File: src/rtl/fact_pkg.sv
// Shared types and constants for the iterative factorial engine.
package fact_pkg;

  typedef enum logic [1:0] {
    IDLE,
    CALC,
    DONE
  } fact_state_e;

  localparam int FACT_ACC_INIT = 1;

endpackage

File: src/rtl/fact_mul_unit.sv
// Combinational acc*cnt multiplier with upper-half overflow detect.
module fact_mul_unit
  import fact_pkg::*;
#(
  parameter int WIDTH   = 32,
  parameter int NBITS_N = 6
) (
  input  logic [WIDTH-1:0]   acc,
  input  logic [NBITS_N-1:0] cnt,
  output logic [WIDTH-1:0]   prod_lo,
  output logic               ovf
);

  logic [WIDTH-1:0]   cnt_ext;
  logic [2*WIDTH-1:0] prod;

  assign cnt_ext = WIDTH'(cnt);
  assign prod    = (2*WIDTH)'(acc) * (2*WIDTH)'(cnt_ext);
  assign prod_lo = prod[WIDTH-1:0];
  assign ovf     = |prod[2*WIDTH-1:WIDTH];

endmodule

File: src/rtl/factorial_engine.sv
// Iterative n! engine with start/done handshake and overflow flag.
// Define FACT_SATURATE_EN to saturate the result instead of wrapping.
module factorial_engine
  import fact_pkg::*;
#(
  parameter int WIDTH   = 32,
  parameter int NBITS_N = 6
) (
  input  logic               clk,
  input  logic               rst,
  input  logic               start,
  input  logic [NBITS_N-1:0] n_in,
  output logic               busy,
  output logic               done,
  output logic [WIDTH-1:0]   result,
  output logic               overflow
);

  fact_state_e state, next;

  logic [WIDTH-1:0]   acc;
  logic [NBITS_N-1:0] cnt;
  logic [WIDTH-1:0]   prod_lo;
  logic               ovf;
  logic               accept;
  logic               step;
  logic               finish;

  fact_mul_unit #(
    .WIDTH  (WIDTH),
    .NBITS_N(NBITS_N)
  ) u_mul (
    .acc    (acc),
    .cnt    (cnt),
    .prod_lo(prod_lo),
    .ovf    (ovf)
  );

  always_comb begin
    next   = state;
    accept = 1'b0;
    step   = 1'b0;
    finish = 1'b0;
    unique case (state)
      IDLE: begin
        if (start) begin
          accept = 1'b1;
          next   = CALC;
        end
      end
      CALC: begin
        if (cnt <= NBITS_N'(1)) begin
          finish = 1'b1;
          next   = DONE;
        end else begin
          step = 1'b1;
        end
      end
      DONE: next = IDLE;
      default: next = IDLE;
    endcase
  end

  always_ff @(posedge clk or posedge rst) begin
    if (rst) begin
      state <= IDLE;
      busy  <= 1'b0;
      done  <= 1'b0;
    end else begin
      state <= next;
      busy  <= (next == CALC);
      done  <= (next == DONE);
    end
  end

  always_ff @(posedge clk or posedge rst) begin
    if (rst) begin
      acc      <= WIDTH'(FACT_ACC_INIT);
      cnt      <= '0;
      result   <= '0;
      overflow <= 1'b0;
    end else begin
      if (accept) begin
        acc      <= WIDTH'(FACT_ACC_INIT);
        cnt      <= n_in;
        overflow <= 1'b0;
      end
      if (step) begin
        cnt <= cnt - NBITS_N'(1);
        if (ovf) overflow <= 1'b1;
`ifdef FACT_SATURATE_EN
        // Once saturated, hold all-ones; cnt keeps counting for fixed latency.
        if (overflow || ovf) acc <= '1;
        else                 acc <= prod_lo;
`else
        acc <= prod_lo;
`endif
      end
      if (finish) result <= acc;
    end
  end

endmodule

File: config.mk
export PLATFORM = sky130hd
export DESIGN_NAME = factorial_engine
export DESIGN_NICKNAME = d
export VERILOG_FILES = /design/src/rtl/fact_pkg.sv /design/src/rtl/fact_mul_unit.sv /design/src/rtl/factorial_engine.sv
export SDC_FILE = /design/constraint.sdc
export NUM_CORES = 1
export LEC_CHECK = 0
export CORE_ASPECT_RATIO = 0.5
export CORE_UTILIZATION = 64
export CTS_BUF_LIST = sky130_fd_sc_hd__clkbuf_4
export DETAILED_ROUTE_END_ITERATION = 6
export GPL_TIMING_DRIVEN = 1
export PLACE_DENSITY = 0.84
export REMOVE_ABC_BUFFERS = 1
export SLEW_MARGIN = 20
export SYNTH_ARGS = -nofsm -noshare
export SYNTH_HDL_FRONTEND = slang
export SYNTH_SLANG_ARGS = --single-unit
File: constraint.sdc
create_clock -name clk -period 6.3 [get_ports clk]
set_clock_uncertainty 0.2 [all_clocks]
set_input_delay 1.26 -clock clk [delete_from_list [all_inputs] [get_ports clk]]
set_output_delay 1.26 -clock clk [all_outputs]
set_load 0.02 [all_outputs]
==> impl_results.md <==
* Status: complete, no violations
* PostCTS Resize Cnt at 0
* Remaining antenna violation count after routing at 0
* Critical Path, Cell by Cell: and2_1, fa_1, fa_1, inv_1, fa_1, inv_1, ha_1, a21o_1, a31o_1, o21ai_1, nor2b_1, o211ai_1, a21o_1, a221oi_1, mux2i_1, o211ai_1
* First-pass GRT wire length at 34900 µm
* Crit-path most repeated cell: fa_1
* Die area at 14800 µm²
* Yosys top cell area share at 26.6%
* Critical path capture point type: register
* Largest net degree at the start of global routing at 50
* Syn_area_per_cell at 9.19 µm²
* Initial DRC Count at 439
* Chip height at 86.4 µm
* Cell variety after synth at 66
* Endpoints failing setup at 0
* Root buf cell: clkbuf_4
* DPL Wire Length at 16000 µm
* Tmin final at 5680 ps
* CTS tree: built
* Post-CTS setup buffers at 0
* Final Hold Violating Endpoints at 0
* Pre-antenna DRT Iters at 5
* Top delay family on crit path: adder cells
* GRT Overall Usage at 30.9%
* Slew @ Worst Pin at 1050 ps
* Synth warn at 0
* Setup crit start kind: register
* Rows at 30
* WP data arrival at 5830 ps
* Vias/cell at 5.82
* Fillers at 1092
* Buf/Inv on CP at 2
* Initial antenna violation count at 1
* Number of CTS-inserted buffers at 9
* DR DRC count at 0
* Area occupied by multi-input gates at 6470 µm²
* Synth top area cells: fa_1, dfrtp_1, and2_1
* Slew headroom at 30.0%
* Sum Neg Setup Slack at 0 ps
* WS Path Type: register to register
* Top FF cell, synth: dfrtp_1
* Post-synth EDFFs at 0
* Layout cell share with drive strength beyond 1 at 3.83%
* Final period utilization at 90.1%
* R2R setup slack at 620 ps
* Clk pin slew, worst setup/hold paths at 130 ps
* Clk_lat worst skew at 460 ps
* RSZ-0062 raised after global routing: false
* H-tree levels at 3
* WP data required at 6450 ps
* F_max at 176 MHz
* Max clock buf depth at 2
* Total core area at 13700 µm²
* Fin. max-slew vios at 0
* Num ports at 44
* Starting density of the core at 66.4%
* Netlist Area Pre-Place at 9120 µm²
* Synth-to-layout area growth at 7.48%
* Type of the most critical hold path: register to register
* Final Core Density at 71.4%
* Final wirelength at 20800 µm
* Ys async rst share at 100%
* Max stage delay cell, worst path: dfrtp_1
* Worst-path fanout max at 35
* Gr ovfl total at 0
* Register area at 1880 µm²
* Most frequent cells in the layout: and2_1, inv_1, fa_1
* Yosys reg bits at 75
* Synth area leader: fa_1
* Synth Instances at 992
* Routed WL per cell at 17.2 µm
* Worst-case hold slack at 294 ps
* CP max stage delay at 1050 ps
* Commonest non-fill, non-tap cell in the layout: and2_1
* CTS sink count at 75
* # port buffers at 43
* Vias in the first global route at 7084
* Register area share after synthesis at 20.6%
* Via count at 7048
* Max-cap check violation count at 0
* Nets at 1190
* Die width at 171 µm
* GPL Wtd Cong at 0.925
* Hold Buf Count CTS at 0
[state kept, by name (all words and copies together), names as in the netlist]
name and cells:
acc 32, result 32, cnt 6, state 2, busy 1, done 1
overflow 1
[through the flow]
stage	cells	setup WS [ps]	area [µm²]
finish	1210	623	9800
global route	1210	325	9800
CTS	1208	718	9790
detailed placement	1192	731	9650
global placement	1192	854	9650
floorplan	950	1400	8920
[synthesized netlist by cell type (11+ instances only)]
cell,n
a21o_1,11
a21oi_1,35
and2_1,174
clkbuf_1,29
dfrtp_1,74
fa_1,121
ha_1,48
inv_1,152
mux2_1,32
nand2_1,64
nand3_1,35
nor2_1,26
o21ai_0,32
o21ai_1,25
xnor2_1,17
xor2_1,11
[per-layer routing]
layer	GRT usage (%)	vias to the layer above	wire length, µm
met5	0	-	0
met4	12.3	0	547
li1	-	3218	-
met3	5.48	48	1260
met1	39.6	3564	8800
met2	52.8	218	10200
[kinds of logic (layout without fill, tap and decap cells)]
logic type               Yosys count  in the layout  share of synthesized area (%)
AO/OA/AOI/OAI                    150            150                           10.3
other                              0              1                              0
multiplexers                      33             33                           4.06
buffers and inverters            195            220                           8.52
AND/OR/NAND/NOR                  342            342                           20.7
adder cells (fa/ha/maj)          169            169                           33.1
flip-flops                        75             75                           20.6
XOR/XNOR                          28             28                           2.69
[path summary, 6_finish.rpt]
check / startpoint / end / cells after the start
max: cnt[5] / overflow / 16
min: result[10] / result[10] / 1
max reg2reg: cnt[5] / overflow / 16
min reg2reg: result[10] / result[10] / 1
max in group asynchronous: rst / acc[18] / 3
min in group asynchronous: rst / acc[2] / 2
[layout make-up]
type                            count  share of cell area [%]
Timing Repair Buffer               51                    5.08
Antenna cell                        1                  0.0255
Inverter                          153                    5.87
Clock buffer                       13                   0.996
Tap cell                          192                    2.45
Sequential cell                    75                    19.2
Clock inverter                      3                   0.396
Multi-Input combinational cell    722                    66.0
Power is not shown: default switching activity piles up to over one toggle a cycle in this logic, so the estimate is an artifact.
